## config.mk

```make
export PLATFORM = sky130hd
export DESIGN_NAME = tenet_requant_pack
export DESIGN_NICKNAME = d
export VERILOG_FILES = /design/src/rtl/tenet_requant_pack.sv
export SDC_FILE = /design/constraint.sdc
export NUM_CORES = 1
export LEC_CHECK = 0
export BUFFER_PORTS_ARGS = -buffer_cell sky130_fd_sc_hd__buf_4
export CAP_MARGIN = 10
export CORE_ASPECT_RATIO = 0.5
export CORE_MARGIN = 2
export CORE_UTILIZATION = 56
export DETAILED_ROUTE_END_ITERATION = 8
export HOLD_SLACK_MARGIN = 0.02
export PLACE_DENSITY = 0.81
export SLEW_MARGIN = 30
export SYNTH_ARGS = -nofsm -noshare
export SYNTH_HDL_FRONTEND = slang
export SYNTH_SLANG_ARGS = --single-unit
```

## constraint.sdc

```tcl
create_clock -name clk -period 3.7 [get_ports clk]
set_input_delay 0.555 -clock clk [delete_from_list [all_inputs] [get_ports clk]]
set_output_delay 0.555 -clock clk [all_outputs]
set_load 0.01 [all_outputs]
```

## src/rtl/tenet_requant_pack.sv

```systemverilog
// Ternarizes signed MAC results against a threshold and packs VEC_LEN trits per output vector.
// Optional build macro TENET_REQUANT_STATS_EN adds the zero_cnt statistics output.
module tenet_requant_pack #(
   parameter int ACC_WIDTH  = 16,
   parameter int VEC_LEN    = 9,
   parameter int TRIT_WIDTH = 2
) (
   input  logic                            clk,
   input  logic                            rst,
   input  logic                            in_valid,
   input  logic signed [ACC_WIDTH-1:0]     in_acc,
   output logic                            in_ready,
   input  logic [ACC_WIDTH-2:0]            thr,
   input  logic                            flush,
   output logic                            out_valid,
   input  logic                            out_ready,
   output logic [VEC_LEN*TRIT_WIDTH-1:0]   out_trits,
   output logic                            drop_err
`ifdef TENET_REQUANT_STATS_EN
   ,
   output logic [15:0]                     zero_cnt
`endif
);

   localparam int VW = VEC_LEN * TRIT_WIDTH;
   localparam logic [3:0] LAST_IDX = 4'(VEC_LEN - 1);
   localparam logic [TRIT_WIDTH-1:0] TRIT_POS = TRIT_WIDTH'(1);
   localparam logic [TRIT_WIDTH-1:0] TRIT_NEG = TRIT_WIDTH'(2);

   typedef enum logic {COLLECT = 1'b0, HOLD = 1'b1} state_t;

   state_t          state_q, state_d;
   logic [3:0]      idx_q, idx_d;
   logic [VW-1:0]   buf_q, buf_d;
   logic            out_valid_q, out_valid_d;
   logic [VW-1:0]   out_trits_q, out_trits_d;
   logic            drop_err_q, drop_err_d;

   logic signed [ACC_WIDTH:0] acc_ext, thr_pos, thr_neg;
   logic [TRIT_WIDTH-1:0]     trit;
   logic [VW-1:0]             buf_wr;
   logic                      accept, drain, out_free, vec_done;

   // One extra bit keeps -thr representable for the full unsigned threshold range.
   assign acc_ext = {in_acc[ACC_WIDTH-1], in_acc};
   assign thr_pos = {2'b00, thr};
   assign thr_neg = -thr_pos;

   always_comb begin
      trit = '0;
      if (acc_ext > thr_pos) begin
         trit = TRIT_POS;
      end else if (acc_ext < thr_neg) begin
         trit = TRIT_NEG;
      end
   end

   assign in_ready  = (state_q == COLLECT);
   assign accept    = in_valid && in_ready;
   assign drain     = out_valid_q && out_ready;
   assign out_free  = !out_valid_q || drain;
   assign vec_done  = (state_q == COLLECT) &&
                      ((accept && idx_q == LAST_IDX) || (flush && (idx_q != 4'd0 || accept)));

   always_comb begin
      buf_wr = buf_q;
      if (accept) begin
         for (int k = 0; k < VEC_LEN; k++) begin
            if (idx_q == 4'(k)) begin
               buf_wr[k*TRIT_WIDTH +: TRIT_WIDTH] = trit;
            end
         end
      end
   end

   always_comb begin
      state_d     = state_q;
      idx_d       = idx_q;
      buf_d       = buf_q;
      out_valid_d = out_valid_q;
      out_trits_d = out_trits_q;
      drop_err_d  = drop_err_q | (in_valid & ~in_ready);
      if (drain) begin
         out_valid_d = 1'b0;
      end
      case (state_q)
         COLLECT: begin
            buf_d = buf_wr;
            if (accept) begin
               idx_d = idx_q + 4'd1;
            end
            if (vec_done) begin
               if (out_free) begin
                  out_trits_d = buf_wr;
                  out_valid_d = 1'b1;
                  buf_d       = '0;
                  idx_d       = '0;
               end else begin
                  state_d = HOLD;
               end
            end
         end
         HOLD: begin
            if (out_free) begin
               out_trits_d = buf_q;
               out_valid_d = 1'b1;
               buf_d       = '0;
               idx_d       = '0;
               state_d     = COLLECT;
            end
         end
         default: state_d = COLLECT;
      endcase
   end

   always_ff @(posedge clk) begin
      if (rst) begin
         state_q     <= COLLECT;
         idx_q       <= '0;
         buf_q       <= '0;
         out_valid_q <= 1'b0;
         out_trits_q <= '0;
         drop_err_q  <= 1'b0;
      end else begin
         state_q     <= state_d;
         idx_q       <= idx_d;
         buf_q       <= buf_d;
         out_valid_q <= out_valid_d;
         out_trits_q <= out_trits_d;
         drop_err_q  <= drop_err_d;
      end
   end

   assign out_valid = out_valid_q;
   assign out_trits = out_trits_q;
   assign drop_err  = drop_err_q;

`ifdef TENET_REQUANT_STATS_EN
   logic [15:0] zero_cnt_q, zero_cnt_d, zeros;
   logic [16:0] zero_sum;

   always_comb begin
      zeros = '0;
      for (int k = 0; k < VEC_LEN; k++) begin
         if (out_trits_q[k*TRIT_WIDTH +: TRIT_WIDTH] == '0) begin
            zeros = zeros + 16'd1;
         end
      end
   end

   // Saturating accumulate of zero trits on every output handshake.
   assign zero_sum = {1'b0, zero_cnt_q} + {1'b0, zeros};

   always_comb begin
      zero_cnt_d = zero_cnt_q;
      if (drain) begin
         zero_cnt_d = zero_sum[16] ? 16'hFFFF : zero_sum[15:0];
      end
   end

   always_ff @(posedge clk) begin
      if (rst) begin
         zero_cnt_q <= '0;
      end else begin
         zero_cnt_q <= zero_cnt_d;
      end
   end

   assign zero_cnt = zero_cnt_q;
`endif

endmodule

```

-- Word level (Yosys, flattened, before mapping)
Index checks and enable logic that the tools add are counted.
- bits in registers: 43
- latch bits: 0
- bits in writable memories: 0
- bits in read-only memories: 0
- input bits: 36
- output and inout port bits: 21
- word-level logic and storage cells: 68
- memories: 0
- add/sub/neg operators: 2
- $mul: 0
- div/mod/pow operators: 0
- order comparisons: 2
- eq/ne operators: 11
- shift-type cells: 0
- mux-type cells: 32
- bitwise gates (word level): 3
- reductions and logical operators: 12
- operators with widths (operator ; count):
    $mux W18 ; 7
    $pmux W18 S2 ; 2
    $mux W2 ; 11
    $lt A16 B17 Y1 ; 1
    $neg A15 Y17 ; 1
    $eq A4 B3 Y1 const B ; 4
    $gt A16 B16 Y1 ; 1
    $mux W4 ; 4
    $eq A4 B2 Y1 const B ; 2
    $pmux W4 S2 ; 1
    $ne A2 B1 Y1 const B ; 3
    $logic_and A1 B1 Y1 ; 5
    $mux W1 ; 5
    $add A4 B1 Y4 const B ; 1
    $eq A4 B1 Y1 const B ; 1
    $eq A4 B4 Y1 const B ; 1
    $logic_not A4 Y1 ; 1
    $pmux W1 S2 ; 2
    $reduce_bool A4 Y1 ; 1
    $logic_or A1 B1 Y1 ; 3
    $reduce_and A3 Y1 ; 1
    $and A1 B1 Y1 ; 1
    $logic_not A1 Y1 ; 1
    $not A1 Y1 ; 1
    $or A1 B1 Y1 ; 1

-- Depth between registers and ports, before layout
- depth after elaboration: 9
- gate-level depth with buffers: 13
- gate-level depth less buffers: 13

-- Worst setup path before layout
Ideal clock, no wire load.
- path type: input to register
- from: input thr[4]
- to: register buf_q[11]
- arrival time: 2.801 ns
- required time: 3.623 ns
- slack: 0.821 ns
- stages: 10
- buffers on the path: 0
- cell sequence: nor3_1 nand3_1 nor3_1 xnor2_1 ha_1 a21oi_1 a21boi_0 o311ai_1 nand4b_1 o21ai_0
- cells in the longest elaborated chain, start to end: 9
- ends and longest elaborated chain (item ; RTL line ; RTL):
    start, declared ; 13 ; input logic [ACC_WIDTH-2:0] thr,
    $neg A15 Y17 ; 47 ; assign thr_neg = -thr_pos;
    $lt A16 B17 Y1 ; 53 ; end else if (acc_ext < thr_neg) begin
    $mux W2 ; 53 ;
    $mux W2 * ; 51 ; if (acc_ext > thr_pos) begin
    $mux W2 * ; 69 ; if (idx_q == 4'(k)) begin
    $mux W18 * ; 67 ; if (accept) begin
    $mux W18 ; 93 ; if (out_free) begin
    $mux W18 * ; 92 ; if (vec_done) begin
    $pmux W18 S2 * ; 86 ; case (state_q)
    end signal, assigned ; 127 ; buf_q <= buf_d;
    end, declared ; 34 ; logic [VW-1:0] buf_q, buf_d;
Every way passes the cells marked *; elsewhere a longest branch is shown, timed or not.
A chain may end at the register's enable or synchronous reset.

-- Final worst setup path
- from: input thr[4]
- to: register buf_q[13]
The elaborated chain is that of the path after synthesis.

==> summary.md <==
The flow ran to the end, and the final reports show no timing, DRC or antenna violations. Initial standard-cell utilization of the core: 59.44%. From synthesis to final layout, the design area changed by 19.36%. The logs give 0 ns for the total negative setup slack and 5926 um for the detailed-placement wirelength estimate. The minimum clock period came out at 3.153 ns. The run gives 0.9812 as the placer's final routability congestion estimate. The detailed-routing iteration count for the pre-antenna-repair pass was 4. The total overflow reported by the global router was 0. Setup slack on the worst reg-to-reg path comes out at 1.11 ns. The slowest stage of the critical path is the sky130_fd_sc_hd__nor3_1 cell. STA classifies the critical path startpoint as an input pin. In this design, the largest share of critical-path delay is due to simple AND/OR/NAND/NOR gates. Port buffering added 56 buffers.

Among the stages of the critical path, the cell type that occurs most often is sky130_fd_sc_hd__nor3_1. The transition time at the pin with the least slew margin was 0.9111 ns; the number of vias in the routed layout was 3,108. Using the TritonRoute via totals, the vias-per-cell ratio works out to 6.094.

The kind of end point of the critical path was a register. For this design the ratio of total power to cell area is 294.0 nW/um2. The die is 107.3 um wide. The tools report the initial antenna violation count as 0. The mapped netlist covers 2985 um2. The worst register-to-register path begins at idx_q[0]$_SDFFE_PP0P_. Measured in cells, the most critical reg-to-reg path has a length of 8.

The most used flip-flop cell after synthesis is sky130_fd_sc_hd__dfxtp_1. For this design, the sink count on the clock tree is 43. A synthesized cell averages 7.734 um2. The max capacitance violation total was 0; the worst hold path depth was 2. The repair_antennas step left the layout with diodes totalling 0. The path with the worst hold slack has its endpoint at buf_q[0]$_SDFFE_PP0P_. The delay of the slowest cell on the worst path is 0.34 ns. The run gives 0 as the warning count from the yosys run. In this run, CTS created clock tree buffers numbering 5.

The logs give 2 for the worst-case clock buffer depth and 2 for the number of H-tree branching levels. Synthesis produced a netlist with a net count of 458. The I/O pin total was 57. The total area inside the core boundary comes to 5022 um2.

For the register area share after synthesis, the log shows 28.83%. The tools report the clock root buffer as sky130_fd_sc_hd__clkbuf_8. After synthesis, the netlist uses 48 different library cells. The startpoint identified for the worst hold timing path is buf_q[0]$_SDFFE_PP0P_. The number of failing setup endpoints in the final timing report came out at 0. The die height was 55.63 um; the final design utilization was 70.95%.

Along the worst path, the maximum fanout reaches 9. The analysis attributes to cell leakage a power of 1.523 nW. The count of nets left with antenna violations once routing finished came out at 0. The routed wire length is 7905 um, and the highest achievable clock rate is 317.2 MHz.

The fraction of final layout cells with drive strength greater than 1 was 16.82%. The total power was 1.048 mW; the net total in the final layout was 511. In this run, synthesis inferred 0 flip-flops with an integrated enable.

The worst voltage drop across the vdd grid is 0.1855 mV, and the die outline area is 5967 um2. The worst hold path belongs to the class reg -> reg. The number of global-route vias before repair is 3,011.

The detailed router finished its first iteration with 216 violations. In the routed design, unresolved DRC markers number 0. Global routing used 27.47% of the available tracks across all layers. Worst clock skew: 0.006511 ns. Data on the critical path is required at its endpoint by 3.92 ns.

Count of buffer and inverter cells on the critical path: 1. The critical path class was in -> reg. Setup repair after global routing left no endpoint under its margin. The arrival time of data at the critical path endpoint was 3.38 ns. The worst path uses 85.22% of the clock period. The share of synthesized registers carrying an async set or reset works out to 0%.

Synthesis produced 386 cells. Traced cell by cell, the critical path runs through buf_4 -> nor3_1 -> nand3_1 -> nor3_1 -> nand2_1 -> nor4_1 -> xnor2_1 -> ha_1 -> and4_1 -> a21oi_1 -> nand4b_1 -> o21ai_0. Post-CTS timing repair inserted 0 buffers for setup. Clock latency on the worst-skew pair: 0.30 ns. In this run the critical register-to-register path is captured at out_trits[2]$_SDFFE_PP0P_. The max-slew headroom at the worst pin was 39.19%.

The mean routed wirelength per cell was 15.50 um; the hold violation count in the final report was 0. The row count came out at 18. Clock-pin slew reported for the worst setup and hold paths after clock tree synthesis: 0.08 ns. TritonCTS built the clock tree. After synthesis the netlist holds a flip-flop and latch count of 43.

The logs give 0 for the number of slew-limit violations in the final report and 30 for the pin count of the biggest net entering global routing. The first global-routing pass estimated 13,370 um of wire.
cell usage after synthesis (2+ instances only):
cell | instances | area [um2]
sky130_fd_sc_hd__a211oi_1 | 2 | 15.01
sky130_fd_sc_hd__nor2_1 | 18 | 67.56
sky130_fd_sc_hd__o21ai_0 | 36 | 180.2
sky130_fd_sc_hd__xnor2_1 | 12 | 105.1
sky130_fd_sc_hd__nor3_1 | 13 | 65.06
sky130_fd_sc_hd__and4_1 | 2 | 17.52
sky130_fd_sc_hd__nand4_1 | 9 | 56.30
sky130_fd_sc_hd__a31oi_1 | 15 | 93.84
sky130_fd_sc_hd__a21oi_1 | 28 | 140.1
sky130_fd_sc_hd__nand2b_1 | 3 | 18.77
sky130_fd_sc_hd__inv_1 | 23 | 86.33
sky130_fd_sc_hd__nand4b_1 | 2 | 17.52
sky130_fd_sc_hd__a21o_1 | 3 | 22.52
sky130_fd_sc_hd__clkbuf_1 | 7 | 26.28
sky130_fd_sc_hd__and3_1 | 7 | 43.79
sky130_fd_sc_hd__nor4_1 | 3 | 18.77
sky130_fd_sc_hd__or3_1 | 3 | 18.77
sky130_fd_sc_hd__dfxtp_1 | 43 | 860.8
sky130_fd_sc_hd__nand3_1 | 30 | 150.1
sky130_fd_sc_hd__ha_1 | 36 | 450.4
sky130_fd_sc_hd__nand2_1 | 45 | 168.9
sky130_fd_sc_hd__o211ai_1 | 4 | 30.03
sky130_fd_sc_hd__o22ai_1 | 5 | 31.28
sky130_fd_sc_hd__and2_1 | 6 | 37.54
sky130_fd_sc_hd__nor2b_1 | 5 | 31.28
sky130_fd_sc_hd__buf_2 | 4 | 20.02
what timing repair did:
action                     4_1_cts  5_1_grt
hold buffers                     0        0
setup endpoints to repair        0        2
gates resized for setup          0        1
layout make-up:
cell class,instances,area (um2)
Clock buffer,8,100.1
Fill cell,419,1459
Inverter,23,86.33
Multi-Input combinational cell,306,1978
Sequential cell,43,860.8
Tap cell,70,87.58
Timing Repair Buffer,60,450.4
stage by stage:
step	area [um2]	setup WS, ns	hold slack [ns]	instances
after detailed placement	3456	0.07151	0.4394	502
after CTS	3556	0.3784	0.4588	510
after global routing	3563	0.1786	0.4985	510
after floorplan	2985	0.8212	0.4168	386
after global placement	3456	0.2891	0.4327	502
final	3563	0.5470	0.4565	510
logic make-up after synthesis:
logic type      synth area share [%]
simple gates                   27.37
compound gates                 19.66
flops                          28.84
buf+inv                        5.239
fa+ha+maj                      15.09
xor+xnor                       3.814
layout by cell type, fill, tap and decap left out, drive strengths merged, types with 2 or more instances in the layout:
cell    Yosys  routed
o21ai      36      36
buf         6      60
o211ai      5       5
ha         36      36
nor4        3       3
xnor2      12      12
nand4b      2       2
nand3      30      30
inv        23      23
a31oi      15      15
a21oi      28      28
o22ai       5       5
nor2b       5       5
a211oi      2       2
nand4       9       9
nor2       18      18
nand2      46      46
clkbuf      8       8
dfxtp      43      43
and3        7       7
or3         3       3
nand2b      3       3
and4        2       2
and2        6       6
a21o        3       3
nor3       13      13
state kept, by name (all words and copies together) (netlist names):
| signal | cells |
|---|---|
| idx_q | 4 |
| out_valid | 1 |
| out_trits | 18 |
| state_q | 1 |
| drop_err | 1 |
| buf_q | 18 |
report_power, final:
group	switching, mW	internal (mW)	total [mW]
Clock	0.164	0.171	0.334
Sequential	0.00548	0.470	0.475
Combinational	0.138	0.100	0.238
Total	0.307	0.740	1.05
worst max path at each step:
stage | startpoint | to | slack (ns) | depth (start not counted)
final | thr[4] | buf_q[13]$_SDFFE_PP0P_ | 0.55 | 12
after global routing | thr[4] | buf_q[9]$_SDFFE_PP0P_ | 0.18 | 14
after CTS | thr[4] | buf_q[13]$_SDFFE_PP0P_ | 0.38 | 11
after detailed placement | thr[4] | buf_q[13]$_SDFFE_PP0P_ | 0.07 | 11
after global placement | thr[4] | buf_q[17]$_SDFFE_PP0P_ | 0.29 | 11
after floorplan | thr[4] | buf_q[11]$_SDFFE_PP0P_ | 0.82 | 10
worst register-to-register path, delay by kind of cell (launching register included):
kind	cells	cell delay, ns
flops	1	0.43
fa+ha+maj	1	0.32
simple gates	3	1.06
compound gates	2	0.27
buf+inv	2	0.44
metal layers:
metal	track usage (%)	wire length [um]
met3	4.801	515
met4	13.54	208
met2	44.76	3657
met5	0	0
met1	35.29	3524
Note: power is estimated with default switching activity, not from simulation.
